==> config.mk <==
export PLATFORM = sky130hd
export DESIGN_NAME = poly_io_ctrl_flat
export DESIGN_NICKNAME = d
export VERILOG_FILES = /design/src/rtl/poly_io_ctrl_pkg.sv /design/src/rtl/poly_io_ctrl_if.sv /design/src/rtl/poly_io_fifo2.sv /design/src/rtl/poly_io_ctrl.sv /design/src/flat_wrapper.sv
export SDC_FILE = /design/constraint.sdc
export NUM_CORES = 1
export LEC_CHECK = 0
export CELL_PAD_IN_SITES_DETAIL_PLACEMENT = 1
export CELL_PAD_IN_SITES_GLOBAL_PLACEMENT = 1
export CORE_AREA = 5 5 102 80
export CTS_BUF_LIST = sky130_fd_sc_hd__clkbuf_16
export DETAILED_ROUTE_END_ITERATION = 7
export DIE_AREA = 0 0 107 85
export PLACE_DENSITY_LB_ADDON = 0.12
export SLEW_MARGIN = 20
export SYNTH_ARGS = -nofsm -noshare
export SYNTH_HDL_FRONTEND = slang
export SYNTH_SLANG_ARGS = --single-unit
==> constraint.sdc <==
create_clock -name clk -period 3.59 [get_ports clk]
set_input_delay 1.077 -clock clk [delete_from_list [all_inputs] [get_ports clk]]
set_output_delay 1.077 -clock clk [all_outputs]
set_load 0.02 [all_outputs]
==> src/rtl/poly_io_ctrl_pkg.sv <==
`default_nettype none
// +----------------------------------------------------------------------+
// | poly_io_ctrl_pkg : shared sizes, FSM states and bank-map helper       |
// | Rev 1.0                                                              |
// +----------------------------------------------------------------------+
package poly_io_ctrl_pkg;

  localparam int DATA_WIDTH = 12;
  localparam int N          = 256;
  localparam int P          = 4;
  localparam int BANKS      = 2 * P;
  localparam int BANK_AW    = 5;
  localparam int SEL_W      = 3;
  localparam int K_W        = 8;
  localparam int OPC_W      = 2;

  typedef enum logic [2:0] {
    ST_IDLE  = 3'd0,
    ST_LOAD  = 3'd1,
    ST_START = 3'd2,
    ST_WAIT  = 3'd3,
    ST_DRAIN = 3'd4
  } state_e;

  typedef struct packed {
    logic                  last;
    logic [DATA_WIDTH-1:0] data;
  } beat_t;

  // Skewed map: row k[7:3] rotates the bank by its own index, mod BANKS.
  function automatic logic [SEL_W-1:0] bank_sel(input logic [K_W-1:0] k);
    return k[SEL_W-1:0] + k[2*SEL_W-1:SEL_W];
  endfunction

endpackage
`default_nettype wire

==> src/rtl/poly_io_ctrl_if.sv <==
`default_nettype none
// +----------------------------------------------------------------------+
// | poly_io_ctrl_if : command, stream, bank and core signals              |
// | Rev 1.0                                                              |
// +----------------------------------------------------------------------+
interface poly_io_ctrl_if;
  import poly_io_ctrl_pkg::*;

  logic                  cmd_valid;
  logic                  cmd_ready;
  logic [OPC_W-1:0]      cmd_opcode;
  logic                  in_valid;
  logic                  in_ready;
  logic [DATA_WIDTH-1:0] in_data;
  logic                  in_last;
  logic                  out_valid;
  logic                  out_ready;
  logic [DATA_WIDTH-1:0] out_data;
  logic                  out_last;
  logic                  bk_wen;
  logic                  bk_ren;
  logic [SEL_W-1:0]      bk_sel;
  logic [BANK_AW-1:0]    bk_addr;
  logic [DATA_WIDTH-1:0] bk_wdata;
  logic [DATA_WIDTH-1:0] bk_rdata;
  logic [OPC_W-1:0]      core_opcode;
  logic                  core_start;
  logic                  core_finish;
  logic                  busy;
  logic                  err;

  modport slave (
    input  cmd_valid, cmd_opcode, in_valid, in_data, in_last, out_ready, bk_rdata, core_finish,
    output cmd_ready, in_ready, out_valid, out_data, out_last, bk_wen, bk_ren, bk_sel, bk_addr,
           bk_wdata, core_opcode, core_start, busy, err
  );

  modport master (
    output cmd_valid, cmd_opcode, in_valid, in_data, in_last, out_ready, bk_rdata, core_finish,
    input  cmd_ready, in_ready, out_valid, out_data, out_last, bk_wen, bk_ren, bk_sel, bk_addr,
           bk_wdata, core_opcode, core_start, busy, err
  );

endinterface
`default_nettype wire

==> src/rtl/poly_io_fifo2.sv <==
`default_nettype none
// +----------------------------------------------------------------------+
// | poly_io_fifo2 : 2-entry FIFO with occupancy count for read credits    |
// | Rev 1.0                                                              |
// +----------------------------------------------------------------------+
module poly_io_fifo2 #(
  parameter int WIDTH = 13
) (
  input  logic             clk,
  input  logic             rst,
  input  logic             push_i,
  input  logic [WIDTH-1:0] push_data_i,
  output logic             pop_valid_o,
  input  logic             pop_ready_i,
  output logic [WIDTH-1:0] pop_data_o,
  output logic [1:0]       count_o
);

  logic [WIDTH-1:0] mem_q [2];
  logic             wr_ptr_q;
  logic             rd_ptr_q;
  logic [1:0]       count_q;
  logic             do_pop;

  // The writer only pushes against a granted credit, so no full check here.
  assign pop_valid_o = (count_q != 2'd0);
  assign do_pop      = pop_valid_o && pop_ready_i;
  assign pop_data_o  = mem_q[rd_ptr_q];
  assign count_o     = count_q;

  always_ff @(posedge clk) begin
    if (push_i) mem_q[wr_ptr_q] <= push_data_i;
  end

  always_ff @(posedge clk) begin
    if (rst) begin
      wr_ptr_q <= 1'b0;
      rd_ptr_q <= 1'b0;
      count_q  <= 2'd0;
    end else begin
      if (push_i) wr_ptr_q <= ~wr_ptr_q;
      if (do_pop) rd_ptr_q <= ~rd_ptr_q;
      count_q <= count_q + {1'b0, push_i} - {1'b0, do_pop};
    end
  end

endmodule
`default_nettype wire

==> src/rtl/poly_io_ctrl.sv <==
`default_nettype none
// +----------------------------------------------------------------------+
// | poly_io_ctrl : load/unload controller for the banked NTT core         |
// | Rev 1.0                                                              |
// +----------------------------------------------------------------------+
module poly_io_ctrl
  import poly_io_ctrl_pkg::*;
(
  input  logic           clk,
  input  logic           rst,
  poly_io_ctrl_if.slave  bus
);

  state_e           state_q, state_d;
  logic [K_W-1:0]   k_q, k_d;
  logic [OPC_W-1:0] opcode_q, opcode_d;
  logic             err_q, err_d;
  logic             issued_all_q, issued_all_d;
  logic             rd_pend_q;
  logic             rd_last_q;

  logic             in_beat;
  logic             ren;
  logic             k_term;
  logic             out_beat;
  logic             fifo_valid;
  logic [1:0]       fifo_count;
  logic [1:0]       inflight;
  beat_t            fifo_head;
  beat_t            fifo_in;

  assign k_term   = (k_q == K_W'(N - 1));
  assign in_beat  = (state_q == ST_LOAD) && bus.in_valid;
  assign out_beat = fifo_valid && bus.out_ready;

  // A beat leaving this cycle frees its slot, keeping the drain at one beat per cycle.
  assign inflight = fifo_count + {1'b0, rd_pend_q} - {1'b0, out_beat};
  assign ren      = (state_q == ST_DRAIN) && !issued_all_q && (inflight < 2'd2);
  assign fifo_in  = '{last: rd_last_q, data: bus.bk_rdata};

  poly_io_fifo2 #(.WIDTH($bits(beat_t))) u_fifo (
    .clk         (clk),
    .rst         (rst),
    .push_i      (rd_pend_q),
    .push_data_i (fifo_in),
    .pop_valid_o (fifo_valid),
    .pop_ready_i (bus.out_ready),
    .pop_data_o  (fifo_head),
    .count_o     (fifo_count)
  );

  always_ff @(posedge clk) begin
    if (rst) begin
      state_q      <= ST_IDLE;
      k_q          <= '0;
      opcode_q     <= '0;
      err_q        <= 1'b0;
      issued_all_q <= 1'b0;
      rd_pend_q    <= 1'b0;
      rd_last_q    <= 1'b0;
    end else begin
      state_q      <= state_d;
      k_q          <= k_d;
      opcode_q     <= opcode_d;
      err_q        <= err_d;
      issued_all_q <= issued_all_d;
      rd_pend_q    <= ren;
      rd_last_q    <= ren && k_term;
    end
  end

  always_comb begin
    state_d      = state_q;
    k_d          = k_q;
    opcode_d     = opcode_q;
    err_d        = err_q;
    issued_all_d = issued_all_q;
    case (state_q)
      ST_IDLE: begin
        if (bus.cmd_valid) begin
          opcode_d     = bus.cmd_opcode;
          err_d        = 1'b0;
          k_d          = '0;
          issued_all_d = 1'b0;
          state_d      = ST_LOAD;
        end
      end
      ST_LOAD: begin
        if (in_beat) begin
          // Terminal count always proceeds; a missing in_last there is still flagged.
          if (k_term) begin
            err_d   = err_q | ~bus.in_last;
            state_d = ST_START;
          end else if (bus.in_last) begin
            err_d   = 1'b1;
            state_d = ST_IDLE;
          end else begin
            k_d = k_q + 1'b1;
          end
        end
      end
      ST_START: state_d = ST_WAIT;
      ST_WAIT: begin
        if (bus.core_finish) begin
          k_d          = '0;
          issued_all_d = 1'b0;
          state_d      = ST_DRAIN;
        end
      end
      ST_DRAIN: begin
        if (ren) begin
          if (k_term) issued_all_d = 1'b1;
          else        k_d = k_q + 1'b1;
        end
        if (out_beat && fifo_head.last) state_d = ST_IDLE;
      end
      default: state_d = ST_IDLE;
    endcase
  end

  assign bus.cmd_ready   = (state_q == ST_IDLE);
  assign bus.in_ready    = (state_q == ST_LOAD);
  assign bus.bk_wen      = in_beat;
  assign bus.bk_ren      = ren;
  assign bus.bk_sel      = bank_sel(k_q);
  assign bus.bk_addr     = k_q[K_W-1:SEL_W];
  assign bus.bk_wdata    = in_beat ? bus.in_data : '0;
  assign bus.out_valid   = fifo_valid;
  assign bus.out_data    = fifo_valid ? fifo_head.data : '0;
  assign bus.out_last    = fifo_valid && fifo_head.last;
  assign bus.core_opcode = opcode_q;
  assign bus.core_start  = (state_q == ST_START);
  assign bus.busy        = (state_q != ST_IDLE);
  assign bus.err         = err_q;

endmodule
`default_nettype wire
==> src/flat_wrapper.sv <==
// flat-port wrapper written by rule: the top's interface ports become plain ports
module poly_io_ctrl_flat import poly_io_ctrl_pkg::*;
  (clk, rst, bus_cmd_valid, bus_cmd_opcode, bus_in_valid, bus_in_data, bus_in_last, bus_out_ready, bus_bk_rdata, bus_core_finish, bus_cmd_ready, bus_in_ready, bus_out_valid, bus_out_data, bus_out_last, bus_bk_wen, bus_bk_ren, bus_bk_sel, bus_bk_addr, bus_bk_wdata, bus_core_opcode, bus_core_start, bus_busy, bus_err);
  poly_io_ctrl_if bus_i ();
  input  logic clk;
  input  logic rst;
  input wire logic [$bits(bus_i.cmd_valid)-1:0] bus_cmd_valid;
  input wire logic [$bits(bus_i.cmd_opcode)-1:0] bus_cmd_opcode;
  input wire logic [$bits(bus_i.in_valid)-1:0] bus_in_valid;
  input wire logic [$bits(bus_i.in_data)-1:0] bus_in_data;
  input wire logic [$bits(bus_i.in_last)-1:0] bus_in_last;
  input wire logic [$bits(bus_i.out_ready)-1:0] bus_out_ready;
  input wire logic [$bits(bus_i.bk_rdata)-1:0] bus_bk_rdata;
  input wire logic [$bits(bus_i.core_finish)-1:0] bus_core_finish;
  output wire logic [$bits(bus_i.cmd_ready)-1:0] bus_cmd_ready;
  output wire logic [$bits(bus_i.in_ready)-1:0] bus_in_ready;
  output wire logic [$bits(bus_i.out_valid)-1:0] bus_out_valid;
  output wire logic [$bits(bus_i.out_data)-1:0] bus_out_data;
  output wire logic [$bits(bus_i.out_last)-1:0] bus_out_last;
  output wire logic [$bits(bus_i.bk_wen)-1:0] bus_bk_wen;
  output wire logic [$bits(bus_i.bk_ren)-1:0] bus_bk_ren;
  output wire logic [$bits(bus_i.bk_sel)-1:0] bus_bk_sel;
  output wire logic [$bits(bus_i.bk_addr)-1:0] bus_bk_addr;
  output wire logic [$bits(bus_i.bk_wdata)-1:0] bus_bk_wdata;
  output wire logic [$bits(bus_i.core_opcode)-1:0] bus_core_opcode;
  output wire logic [$bits(bus_i.core_start)-1:0] bus_core_start;
  output wire logic [$bits(bus_i.busy)-1:0] bus_busy;
  output wire logic [$bits(bus_i.err)-1:0] bus_err;
  assign bus_i.cmd_valid = bus_cmd_valid;
  assign bus_i.cmd_opcode = bus_cmd_opcode;
  assign bus_i.in_valid = bus_in_valid;
  assign bus_i.in_data = bus_in_data;
  assign bus_i.in_last = bus_in_last;
  assign bus_i.out_ready = bus_out_ready;
  assign bus_i.bk_rdata = bus_bk_rdata;
  assign bus_i.core_finish = bus_core_finish;
  assign bus_cmd_ready = bus_i.cmd_ready;
  assign bus_in_ready = bus_i.in_ready;
  assign bus_out_valid = bus_i.out_valid;
  assign bus_out_data = bus_i.out_data;
  assign bus_out_last = bus_i.out_last;
  assign bus_bk_wen = bus_i.bk_wen;
  assign bus_bk_ren = bus_i.bk_ren;
  assign bus_bk_sel = bus_i.bk_sel;
  assign bus_bk_addr = bus_i.bk_addr;
  assign bus_bk_wdata = bus_i.bk_wdata;
  assign bus_core_opcode = bus_i.core_opcode;
  assign bus_core_start = bus_i.core_start;
  assign bus_busy = bus_i.busy;
  assign bus_err = bus_i.err;
  poly_io_ctrl u_core (.clk(clk), .rst(rst), .bus(bus_i));
endmodule
==> summary.md <==
| Metric | Value |
|---|---|
| Mapped cell area | `about 2400 µm²` |
| Pins Over Slew Limit | `0` |
| Area of the core | `7090 µm²` |
| DR iter-0 viols | `91` |
| Worst Tran Pin Value | `~0.74 ns` |
| Layout cell share with drive strength beyond 1 | `0.206` |
| Final min period | `3.55 ns` |
| H-Tree Depth | `2` |
| Arrival @ worst endpoint | `approximately 2.5 ns` |
| Most frequent CP cell | `ha_4` |
| Register area share after synthesis | `0.510` |
| Vias in the first global route | `approximately 2,300` |
| CTS Sinks | `48` |
| Synth async-reset ratio | `0` |
| Power density over the cells | `~550 nW/µm²` |
| Clock slew at reported path FFs | `0.06 ns` |
| Worst Skew | `0.00406 ns` |
| Die width | `between 100 and 150 µm` |
| Mapped Avg Cell Area | `10.3 µm²` |
| Reg2reg setup slack | `~0.29 ns` |
| Clk buf depth | `2` |
| CP endpoint kind | `output pin` |
| Worst r2r src | `u_core.u_fifo.count_o[1]$_SDFF_PP0_` |
| Cell Area, Placed | `around 3300 µm²` |
| DR DRC count | `0` |
| CP bufs+invs | `4` |
| Final HPWL DP | `4650 µm` |
| Wire length of the first global-routing pass | `roughly 11,000 µm` |
| Crit Path Class | `input pin to output pin` |
| Starting Density | `0.338` |
| CTS Buf Count | `5` |
| Peak VDD IR | `0.345 mV` |
| Final worst setup slack | `between 0.04 and 0.05 ns` |
| Sequential Power Share | `0.301` |
| CTS root buf | `clkbuf_16` |
| Leakage | `1.58 nW` |
| Yosys cell types | `47` |
| Hold Startpoint | `u_core.rd_last_q$_SDFF_PP0_` |
| Max Fclk | `around 280 MHz` |
| NumNets Final | `372` |
| Clock share of power | `0.287` |
| Full die area | `around 9100 µm²` |
| Synth Flop Type | `edfxtp_1` |
| R2R cell count | `24` |
| # diodes | `0` |
| Final setup violating endpoints | `0` |
| Row count | `27` |
| Detailed-route wire length per cell | `16.2 µm` |
| Hold Crit Class | `register to register` |
| Critical-path cell list | `buf_6 > nand2_4 > inv_4 > ha_4 > inv_2 > ha_4 > xnor2_4 > xor2_2 > nand3_2 > nor2_2 > buf_4` |
| Ys Warns | `0` |
| Worst hold endpoint | `u_core.u_fifo.mem_q[0][12]$_DFFE_PP_` |
| Critical Path Max Stage Delay | `0.25 ns` |
| DRT antenna net count | `0` |
| Rel. slew slack | `0.508` |
| 1st-pass router iterations | `4` |
| Status | `completed` |
| Worst setup SP type | `input pin` |
| Power Internal | `1.45 mW` |
| Max FO, Critical Path | `2` |
| Die Y-Extent | `approximately 85 µm` |
| Crit-path slowest cell | `ha_4` |
| Global route overflow | `0` |
| Detailed-route via count | `a little over 2,000` |
| WHS Path Cells | `0` |
| Critical Path RT | `2.51 ns` |
| Wirelength, routed | `~6800 µm` |
| Cell area after layout | `3730 µm²` |
| Number of synthesized flops with an enable pin | `26` |
| Post-synthesis cell count | `roughly 230` |
| Final Hold Fails | `0` |
| Worst slack, placed | `-0.864 ns` |
| Largest net degree at the start of global routing | `16` |
| Initial antenna violation count | `0` |
| Clk Latency, worst-skew pair | `around 0.28 ns` |
| Crit path depth | `11` |
| Vias per cell | `slightly below 5` |
| RD Place Congestion | `0.744` |
| Yosys reg bits | `48` |
| Syn nets | `270` |
| Fillers | `roughly 790` |
| Port bufs | `75` |
| MaxCap Viol Count | `0` |
| CP top delay family | `adder cells` |
| Comb pwr share | `0.412` |
| Worst r2r dst | `u_core.u_fifo.rd_ptr_q$_SDFFE_PP0P_` |
| WHS | `0.434 ns` |
| Area grow syn2layout | `55.8%` |
| Psw | `slightly above 600 µW` |
| Final period util | `0.988` |
| CTS tree | `done` |
| GRT Resource Usage Total | `0.154` |
| Sw Share | `0.297` |
| IO Pins | `76` |
-- synthesized netlist by cell type, types with 3 or more instances --
cell,instances,area [µm²]
mux2i_1,15,150
and3_1,12,75.1
xnor2_1,4,35.0
buf_4,7,52.6
and2_1,4,25.0
nand4_1,4,25.0
a211oi_1,3,22.5
edfxtp_1,26,781
nand3_1,5,25.0
ha_1,4,50.1
buf_2,4,20.0
clkbuf_1,5,18.8
o31ai_1,3,22.5
a21oi_1,10,50.1
nor3_1,6,30.0
o21ai_0,5,25.0
dfxtp_1,22,440
nand2_1,18,67.6
inv_1,10,37.5
nor2_1,29,109
-- layout make-up --
cell class	instances	area [µm²]	area share
tap	87	109	0.0292
multi-input combinational	156	1100	0.294
sequential	48	1220	0.327
clock buffer	5	125	0.0335
inverter	11	43.8	0.0117
clock inverter	3	63.8	0.0171
timing repair buffer	112	1070	0.287
-- logic make-up (layout without fill, tap and decap cells) --
family / after synthesis / count (layout) / share of synthesized area
and+or+nand+nor: 93 / 93 / 0.194
DFF: 48 / 48 / 0.510
AOI/OAI and AO/OA: 36 / 36 / 0.115
buffers and inverters: 28 / 131 / 0.0601
xor gates and xnor gates: 7 / 7 / 0.0287
adders and majority gates: 5 / 5 / 0.0293
muxes: 15 / 15 / 0.0627
-- repair_timing --
item | in CTS | in global routing
hold buffers | 0 | 0
endpoints found under the setup margin | 1 | 15
endpoints found under the hold margin | 0 | 0
resized for setup | 17 | 17
buffers inserted | 23 | 2
pin swaps | 6 | 6
gates cloned | 0 | 0
-- worst reg2reg max path, stage by stage, from the launching register on --
cell and delay [ns]:
dfxtp_1 0.36, nor2_1 0.21, inv_2 0.09, nand2_4 0.09
inv_4 0.04, buf_4 0.13, buf_4 0.13, buf_4 0.12
buf_4 0.12, buf_4 0.12, buf_4 0.12, buf_4 0.12
buf_4 0.12, buf_4 0.12, buf_4 0.12, buf_4 0.12
buf_4 0.12, buf_4 0.12, buf_4 0.12, buf_4 0.12
buf_4 0.12, buf_4 0.12, buf_4 0.13, xnor2_2 0.17
nor2_1 0.07
-- flip-flops by register name (all words and copies together), names as in the netlist, named ones only --
| signal | cells |
|---|---|
| u_core.k_q | 8 |
| u_core.rd_pend_q | 1 |
| u_core.bus.core_opcode | 2 |
| u_core.u_fifo.mem_q | 26 |
| u_core.bus.err | 1 |
| u_core.state_q | 3 |
| u_core.u_fifo.rd_ptr_q | 1 |
| u_core.issued_all_q | 1 |
| u_core.u_fifo.wr_ptr_q | 1 |
| u_core.rd_last_q | 1 |
| u_core.u_fifo.count_o | 2 |
-- cell usage in the layout, fill, tap and decap left out, types with 3 or more instances in the layout --
master	instances
a21oi_1	10
mux2i_1	15
nand2_1	17
buf_4	37
dlymetal6s2s_1	12
inv_1	9
nand4_1	4
edfxtp_1	26
o21ai_0	5
nor2_1	27
and3_1	12
xnor2_1	3
clkdlybuf4s50_1	61
and2_1	4
nor2_2	3
o31ai_1	3
clkbuf_16	5
a211oi_1	3
nand3_1	4
nor3_1	6
dfxtp_1	22
-- power groups by stage --
stage / logic [mW] / clock network (mW) / registers [mW]
2_1_floorplan: 0.356 / 0 / 0.628
3_5_place_dp: 0.655 / 0 / 0.628
5_1_grt: 0.915 / 0.635 / 0.624
3_3_place_gp: 0.648 / 0 / 0.627
6_report: 0.852 / 0.593 / 0.621
4_1_cts: 0.817 / 0.601 / 0.619
-- worst max path at each step --
stage               slack, ns    endpoint     startpoint
finish                   0.04  bus_bk_ren  bus_out_ready
global route            -0.04  bus_bk_ren  bus_out_ready
CTS                     -0.03  bus_bk_ren  bus_out_ready
detailed placement      -0.86  bus_bk_ren  bus_out_ready
global placement        -0.78  bus_bk_ren  bus_out_ready
floorplan               0.002  bus_bk_ren  bus_out_ready
-- metal layers --
metal,global-route usage,part of all wire,vias to the layer above
li1,-,-,1029
met1,0.190,0.43,993
met2,0.275,0.52,47
met3,0.0327,0.044,4
met4,0.0383,0.0070,0
met5,0,0,-
-- stage by stage --
stage	total power [mW]	util	TNS [ns]	std cells
after global routing	2.17	0.526	-0.0424	422
after global placement	1.27	0.461	-0.782	391
after CTS	2.04	0.517	-0.0412	422
after detailed placement	1.28	0.461	-0.864	391
final	2.07	0.526	0	422
after floorplan	0.984	-	0	232
Power figures use the tool's default switching activity.
